<file path="config.mk">
export PLATFORM = sky130hd
export DESIGN_NAME = instr_fetch_unit_flat
export DESIGN_NICKNAME = d
export VERILOG_FILES = /design/src/rtl/instr_fetch_unit_if.sv /design/src/rtl/instr_fetch_unit.sv /design/src/flat_wrapper.sv
export SDC_FILE = /design/constraint.sdc
export NUM_CORES = 1
export LEC_CHECK = 0
export ABC_AREA = 1
export CAP_MARGIN = 20
export CORE_ASPECT_RATIO = 0.7
export CORE_UTILIZATION = 45
export DETAILED_ROUTE_END_ITERATION = 10
export PLACE_DENSITY = 0.85
export SYNTH_ARGS = -nofsm -noshare
export SYNTH_HDL_FRONTEND = slang
export SYNTH_SLANG_ARGS = --single-unit
</file>
<file path="constraint.sdc">
create_clock -name clk -period 2.3 [get_ports clk]
set_clock_uncertainty 0.05 [all_clocks]
set_input_delay 0.69 -clock clk [delete_from_list [all_inputs] [get_ports clk]]
set_output_delay 0.69 -clock clk [all_outputs]
set_load 0.01 [all_outputs]
</file>
<file path="src/rtl/instr_fetch_unit_if.sv">
// Fetch-unit bundle: FSM fetch/PC handshake, instruction-memory req/ack, fetch results.
// No latency of its own; the slave modport (the fetch unit) holds imem_req until imem_ack.
interface instr_fetch_unit_if #(
    parameter int unsigned ADDR_W  = 8,
    parameter int unsigned INSTR_W = 8
);
    logic               en_fetch_pulse;
    logic               en_pc_pulse;
    logic [1:0]         pc_ctrl;
    logic [ADDR_W-1:0]  pc_load_val;
    logic               imem_req;
    logic [ADDR_W-1:0]  imem_addr;
    logic               imem_ack;
    logic [INSTR_W-1:0] imem_rdata;
    logic [ADDR_W-1:0]  pc;
    logic [INSTR_W-1:0] ir;
    logic [3:0]         opcode;
    logic [1:0]         rd;
    logic [1:0]         rs;
    logic               en1;
    logic               busy;
    logic               fetch_err;

    modport master (
        output en_fetch_pulse, en_pc_pulse, pc_ctrl, pc_load_val, imem_ack, imem_rdata,
        input  imem_req, imem_addr, pc, ir, opcode, rd, rs, en1, busy, fetch_err
    );

    modport slave (
        input  en_fetch_pulse, en_pc_pulse, pc_ctrl, pc_load_val, imem_ack, imem_rdata,
        output imem_req, imem_addr, pc, ir, opcode, rd, rs, en1, busy, fetch_err
    );
endinterface

</file>
<file path="src/rtl/instr_fetch_unit.sv">
// Instruction fetch unit: owns the PC, does one imem req/ack read per fetch pulse; IFU_TIMEOUT_EN adds an ack timeout.
// Latency: fetch pulse in cycle 0, ack in cycle k -> en1 in cycle k+1 (zero-wait memory gives cycle 2).
// Backpressure: holds imem_req/imem_addr until imem_ack; fetch pulses while busy are dropped.
module instr_fetch_unit #(
    parameter int unsigned       ADDR_W   = 8,
    parameter int unsigned       INSTR_W  = 8,
    parameter logic [ADDR_W-1:0] RESET_PC = '0,
    parameter int unsigned       TIMEOUT  = 16
) (
    input  logic              clk,
    input  logic              rst_n,
    instr_fetch_unit_if.slave bus
);

    typedef enum logic [1:0] {
        S_IDLE = 2'd0,
        S_REQ  = 2'd1,
        S_DONE = 2'd2
    } state_t;

    generate
        if (TIMEOUT < 2) begin : g_bad_timeout
            $error("instr_fetch_unit: TIMEOUT must be at least 2");
        end
    endgenerate

    state_t             r_state;
    logic [ADDR_W-1:0]  r_pc;
    logic [ADDR_W-1:0]  w_pc_next;
    logic [INSTR_W-1:0] r_ir;
    logic               r_imem_req;
    logic [ADDR_W-1:0]  r_imem_addr;
    logic               r_en1;
    logic               r_busy;
    logic               r_fetch_err;

`ifdef IFU_TIMEOUT_EN
    localparam int unsigned CNT_W = (TIMEOUT > 2) ? $clog2(TIMEOUT) : 1;
    logic [CNT_W-1:0] r_cnt;
`endif

    // PC updates are independent of the fetch state machine.
    always_comb begin
        w_pc_next = r_pc;
        if (bus.en_pc_pulse) begin
            case (bus.pc_ctrl)
                2'b01:   w_pc_next = r_pc + ADDR_W'(1);
                2'b10:   w_pc_next = bus.pc_load_val;
                2'b11:   w_pc_next = RESET_PC;
                default: w_pc_next = r_pc;
            endcase
        end
    end

    always_ff @(posedge clk or negedge rst_n) begin
        if (!rst_n) begin
            r_pc <= RESET_PC;
        end else begin
            r_pc <= w_pc_next;
        end
    end

    always_ff @(posedge clk or negedge rst_n) begin
        if (!rst_n) begin
            r_state     <= S_IDLE;
            r_ir        <= '0;
            r_imem_req  <= 1'b0;
            r_imem_addr <= '0;
            r_en1       <= 1'b0;
            r_busy      <= 1'b0;
            r_fetch_err <= 1'b0;
`ifdef IFU_TIMEOUT_EN
            r_cnt       <= '0;
`endif
        end else begin
            case (r_state)
                S_IDLE: begin
                    // Address comes from the pre-update PC even when a PC pulse coincides.
                    if (bus.en_fetch_pulse) begin
                        r_state     <= S_REQ;
                        r_imem_req  <= 1'b1;
                        r_imem_addr <= r_pc;
                        r_busy      <= 1'b1;
`ifdef IFU_TIMEOUT_EN
                        r_cnt       <= '0;
`endif
                    end
                end
                S_REQ: begin
                    if (bus.imem_ack) begin
                        r_state     <= S_DONE;
                        r_ir        <= bus.imem_rdata;
                        r_imem_req  <= 1'b0;
                        r_en1       <= 1'b1;
                        r_fetch_err <= 1'b0;
                    end
`ifdef IFU_TIMEOUT_EN
                    else if (r_cnt == CNT_W'(TIMEOUT - 1)) begin
                        r_state     <= S_DONE;
                        r_ir        <= '0;
                        r_imem_req  <= 1'b0;
                        r_en1       <= 1'b1;
                        r_fetch_err <= 1'b1;
                    end else begin
                        r_cnt <= r_cnt + CNT_W'(1);
                    end
`endif
                end
                S_DONE: begin
                    r_state     <= S_IDLE;
                    r_en1       <= 1'b0;
                    r_fetch_err <= 1'b0;
                    r_busy      <= 1'b0;
                end
                default: begin
                    r_state     <= S_IDLE;
                    r_imem_req  <= 1'b0;
                    r_en1       <= 1'b0;
                    r_fetch_err <= 1'b0;
                    r_busy      <= 1'b0;
                end
            endcase
        end
    end

    assign bus.pc        = r_pc;
    assign bus.ir        = r_ir;
    assign bus.opcode    = r_ir[7:4];
    assign bus.rd        = r_ir[3:2];
    assign bus.rs        = r_ir[1:0];
    assign bus.imem_req  = r_imem_req;
    assign bus.imem_addr = r_imem_addr;
    assign bus.en1       = r_en1;
    assign bus.busy      = r_busy;
    assign bus.fetch_err = r_fetch_err;

endmodule

</file>
<file path="src/flat_wrapper.sv">
// flat-port wrapper written by rule: the top's interface ports become plain ports
module instr_fetch_unit_flat 
#(
    parameter int unsigned       ADDR_W   = 8,
    parameter int unsigned       INSTR_W  = 8,
    parameter logic [ADDR_W-1:0] RESET_PC = '0,
    parameter int unsigned       TIMEOUT  = 16
)
  (clk, rst_n, bus_en_fetch_pulse, bus_en_pc_pulse, bus_pc_ctrl, bus_pc_load_val, bus_imem_ack, bus_imem_rdata, bus_imem_req, bus_imem_addr, bus_pc, bus_ir, bus_opcode, bus_rd, bus_rs, bus_en1, bus_busy, bus_fetch_err);
  instr_fetch_unit_if #(.ADDR_W(ADDR_W), .INSTR_W(INSTR_W)) bus_i ();
  input  logic clk;
  input  logic rst_n;
  input wire logic [$bits(bus_i.en_fetch_pulse)-1:0] bus_en_fetch_pulse;
  input wire logic [$bits(bus_i.en_pc_pulse)-1:0] bus_en_pc_pulse;
  input wire logic [$bits(bus_i.pc_ctrl)-1:0] bus_pc_ctrl;
  input wire logic [$bits(bus_i.pc_load_val)-1:0] bus_pc_load_val;
  input wire logic [$bits(bus_i.imem_ack)-1:0] bus_imem_ack;
  input wire logic [$bits(bus_i.imem_rdata)-1:0] bus_imem_rdata;
  output wire logic [$bits(bus_i.imem_req)-1:0] bus_imem_req;
  output wire logic [$bits(bus_i.imem_addr)-1:0] bus_imem_addr;
  output wire logic [$bits(bus_i.pc)-1:0] bus_pc;
  output wire logic [$bits(bus_i.ir)-1:0] bus_ir;
  output wire logic [$bits(bus_i.opcode)-1:0] bus_opcode;
  output wire logic [$bits(bus_i.rd)-1:0] bus_rd;
  output wire logic [$bits(bus_i.rs)-1:0] bus_rs;
  output wire logic [$bits(bus_i.en1)-1:0] bus_en1;
  output wire logic [$bits(bus_i.busy)-1:0] bus_busy;
  output wire logic [$bits(bus_i.fetch_err)-1:0] bus_fetch_err;
  assign bus_i.en_fetch_pulse = bus_en_fetch_pulse;
  assign bus_i.en_pc_pulse = bus_en_pc_pulse;
  assign bus_i.pc_ctrl = bus_pc_ctrl;
  assign bus_i.pc_load_val = bus_pc_load_val;
  assign bus_i.imem_ack = bus_imem_ack;
  assign bus_i.imem_rdata = bus_imem_rdata;
  assign bus_imem_req = bus_i.imem_req;
  assign bus_imem_addr = bus_i.imem_addr;
  assign bus_pc = bus_i.pc;
  assign bus_ir = bus_i.ir;
  assign bus_opcode = bus_i.opcode;
  assign bus_rd = bus_i.rd;
  assign bus_rs = bus_i.rs;
  assign bus_en1 = bus_i.en1;
  assign bus_busy = bus_i.busy;
  assign bus_fetch_err = bus_i.fetch_err;
  instr_fetch_unit #(.ADDR_W(ADDR_W), .INSTR_W(INSTR_W), .RESET_PC(RESET_PC), .TIMEOUT(TIMEOUT)) u_core (.clk(clk), .rst_n(rst_n), .bus(bus_i));
endmodule
</file>
* Word-level counts from Yosys, hierarchy flattened
Index checks and enable logic that the tools add are counted.
** Cells by class
- Reductions and logical operators :: 9
- Div/mod/pow operators :: 0
- Equality and inequality tests :: 7
- Mux-type cells :: 11
- Add/subtract/negate cells :: 1
- $lt $le $gt $ge :: 0
- $mul :: 0
- Shift-type cells :: 0
- Bitwise operators :: 3
** Operators by type and width (count)
- $pmux 8 s3 :: 1
- $reduce_and 2->1 :: 6
- $add 8x1->8 const B :: 1
- $eq 2x2->1 const B :: 3
- $pmux 1 s2 :: 3
- $eq 2x1->1 const B :: 2
- $mux 2 :: 2
- $ne 2x2->1 const B :: 2
- $pmux 2 s2 :: 1
- $mux 1 :: 3
- $not 1->1 :: 3
- $pmux 1 s3 :: 1
- $reduce_and 3->1 :: 1
- $reduce_bool 3->1 :: 1
- $logic_not 2->1 :: 1
** Storage, ports and cells
- Bits in registers :: 30
- Memories kept :: 0
- Bits of input ports :: 23
- ROM bits :: 0
- Bits in latches :: 0
- Memory bits (writable) :: 0
- Output and inout port bits :: 36
- Logic and storage cells :: 39

* Depth between registers and ports, before layout
- Depth after elaboration :: 3
- Gate-level depth with buffers :: 6

* Least setup slack after synthesis
OpenSTA, ideal clock, no wires.
- Path type :: input-to-reg
- Start :: input bus_pc_ctrl[0]
- End :: register u_core.r_pc[3], in the netlist u_core.bus.pc[3]
- Arrival time :: 1.173 ns
- Slack :: 0.990 ns
- Stages on the path :: 4
- Cell sequence :: o21ai_1 > buf_4 > a21oi_1 > a22oi_1
** On the way
- Cells in the longest elaborated chain, start to end :: 3
** RTL lines
- start: declaration :: line flat_wrapper.sv:15 : input wire logic [$bits(bus_i.pc_ctrl)-1:0] bus_pc_ctrl;
- $eq 2x1->1 or $eq 2x2->1 (tied branches) :: line instr_fetch_unit.sv:46 : case (bus.pc_ctrl)
- $reduce_bool 3->1 (no line)
- $reduce_and 2->1 (no line)
- end signal: assignment :: line instr_fetch_unit.sv:59 : r_pc <= w_pc_next;
- end: declaration :: line instr_fetch_unit.sv:28 : logic [ADDR_W-1:0] r_pc;
Several ways; a longest one is shown, not always the timed one.
A chain may end at the register's enable or synchronous reset.

* Worst setup path in the final report
- Start :: register u_core.r_pc[2], in the netlist u_core.bus.pc[2]
- End :: output bus_pc[2]
** RTL lines
- end: declaration :: line flat_wrapper.sv:21 : output wire logic [$bits(bus_i.pc)-1:0] bus_pc;
No word-level cell between the ends.

==> flow_metrics.env <==
export IMPL_synth_yosys_seq_area_share_pct=53.3
export IMPL_clockRootBuffer="clkbuf_8"
export IMPL_clock_fmax_mhz=476
export IMPL_cts_buffers=5
export IMPL_overflow=0
export IMPL_worstPathArrival_ns=1.36
export IMPL_critical_path_class="flop to primary output"
export IMPL_hold_viol=0
export IMPL_hp_class="flop to flop"
export IMPL_h_tree_depth=2
export IMPL_ys_warn_count=0
export IMPL_die_w_um=67.8
export IMPL_peakVddDrop_mv=0.641
export IMPL_clockBufferDepth=2
export IMPL_ctsHoldBuffers=0
export IMPL_grt_pass1_wl_um=5190
export IMPL_cp_num_buf_inv=1
export IMPL_dp_hpwl_um=2590
export IMPL_num_antenna_cells=0
export IMPL_utilization_pct=70.9
export IMPL_cpLargestDelayFamily="buffers and inverters"
export IMPL_cts_tree="built"
export IMPL_netlist_instances=159
export IMPL_synth_top_area_share_pct=53.3
export IMPL_row_count=16
export IMPL_status="finished clean"
export IMPL_endpoint_kind="primary output"
export IMPL_finalCritPeriodShare_pct=91.3
export IMPL_grt_pass1_vias=1179
export IMPL_antenna_left=0
export IMPL_clkSinkCount=29
export IMPL_drt_wl_total_um=3380
export IMPL_critPathLaunchType="flop"
export IMPL_drt_iter0_markers=50
export IMPL_power_density_nw_per_um2=1180
export IMPL_hold_slack_ns=0.435
export IMPL_path_max_fanout=8
export IMPL_globalplace_congestion=0.820
export IMPL_layout_nets=238
export IMPL_clkTransAtPathRegs_ns=0.06
export IMPL_slowest_delay_ns=0.59
export IMPL_drive_above_1_share_pct=9.30
export IMPL_dr_pass1_iters=4
export IMPL_period_minus_slack_ns=2.10
export IMPL_avgSynthCellArea_um2=8.57
export IMPL_finalSetupViolations=0
export IMPL_path_cells="clkdlybuf4s50_1"
export IMPL_post_route_drc_count=0
export IMPL_core_um2=2840
export IMPL_wl_per_cell_um=13.5
export IMPL_viasPerCell=4.90
export IMPL_yosysUniqueCellTypes=21
export IMPL_grt_max_degree=30
export IMPL_power_leakage_nw=0.943
export IMPL_grtUsageTotal_pct=23.3
export IMPL_required_ns=1.56
export IMPL_cts_resized_gates=0
export IMPL_synth_area_leaders="dfrtp_1, nand2_1, buf_4"
export IMPL_io_pins=59
export IMPL_maxCapViolCount=0
export IMPL_post_cts_buffers=0
export IMPL_fill_cells=217
export IMPL_netlist_area_um2=1360
export IMPL_synth_top_area_cell="dfrtp_1"
export IMPL_rsz0062_at_grt="false"
export IMPL_slowest_stage="clkdlybuf4s50_1"
export IMPL_power_mw=2.37
export IMPL_vias=1229
export IMPL_drv_slew=0
export IMPL_antenna_found_initial=0
export IMPL_tns_ns=0
export IMPL_final_cell_mix="clkdlybuf4s50_1, nand2_1, dfrtp_1"
export IMPL_portBuffers=57
export IMPL_final_common_cell="clkdlybuf4s50_1"
export IMPL_fp_dieH_um=48.0
export IMPL_synth_nets=183
export IMPL_die_area_um2=3260
export IMPL_areaGrowthSynthToFinish_pct=47.8
export IMPL_start_util_pct=47.9
export IMPL_synth_seq_cells=29
export IMPL_clk_insertion_delay_late_ns=0.29
[routing by layer]
layer	up-vias	GRT usage, %	share of wire (%)
met3	2	10.0	5.6
met5	-	0	0
li1	607	-	-
met2	38	37.6	48
met1	582	29.6	45
met4	0	5.00	0.56
[per-stage QoR]
stage	worst slack (ns)	cell area (um2)	std cells
final	0.199	2010	251
after global routing	0.147	2010	251
after CTS	0.211	2010	251
after detailed placement	0.339	1910	243
after global placement	0.402	1910	243
after floorplan	0.990	1360	159
[state kept, by name, summed over array words and instances (netlist names)]
register              cells
u_core.bus.imem_addr      8
u_core.bus.en1            1
u_core.bus.imem_req       1
u_core.bus.pc             8
u_core.bus.ir             8
u_core.bus.busy           1
u_core.r_state            2
[tightest hold or removal path, cell delays in order, from the launching register on]
cell     delay (ns)
dfrtp_1        0.34
nand2_1        0.05
o21ai_0        0.06
[synth_stat cells (all sizes together)]
master / count
ha: 1
nor2: 11
conb: 1
inv: 13
a21oi: 15
buf: 11
dfrtp: 29
nand2: 53
nand3: 9
o21ai: 12
o31ai: 1
xor2: 1
a22oi: 2
[cell type report]
| class | count | area [um2] | share of cell area [%] |
|---|---|---|---|
| tap | 36 | 45.0 | 2.24 |
| clock buffer | 7 | 96.3 | 4.78 |
| multi-input combinational | 106 | 508 | 25.2 |
| timing repair buffer | 59 | 586 | 29.1 |
| inverter | 13 | 48.8 | 2.42 |
| clock inverter | 1 | 5.00 | 0.248 |
| sequential | 29 | 726 | 36.0 |
[kinds of logic after synthesis]
logic type	synth area share (%)
buffers and inverters	9.46
other	0.275
AO/OA/AOI/OAI	12.1
XOR/XNOR	0.643
adder cells (fa/ha/maj)	0.918
flip-flops	53.3
AND/OR/NAND/NOR	23.3
[worst paths after layout]
path                                              start                       to  slack [ns]  depth (start not counted)
worst max-delay path                   u_core.bus.pc[2]                bus_pc[2]        0.20                          1
max in group asynchronous                         rst_n         u_core.bus.pc[3]        1.19                          2
worst min register to register  u_core.bus.imem_addr[5]  u_core.bus.imem_addr[5]        0.44                          2
worst min-delay path            u_core.bus.imem_addr[5]  u_core.bus.imem_addr[5]        0.44                          2
worst max register to register         u_core.bus.pc[1]         u_core.bus.pc[6]        1.00                          5
min in group asynchronous                         rst_n         u_core.bus.ir[4]        0.73                          2
[report_power, final]
part / internal (mW) / total, mW / switching [mW]
registers: 0.710 / 0.864 / 0.153
clock network: 0.270 / 0.461 / 0.192
logic: 0.586 / 1.04 / 0.458
(Power assumes the default switching activity.)
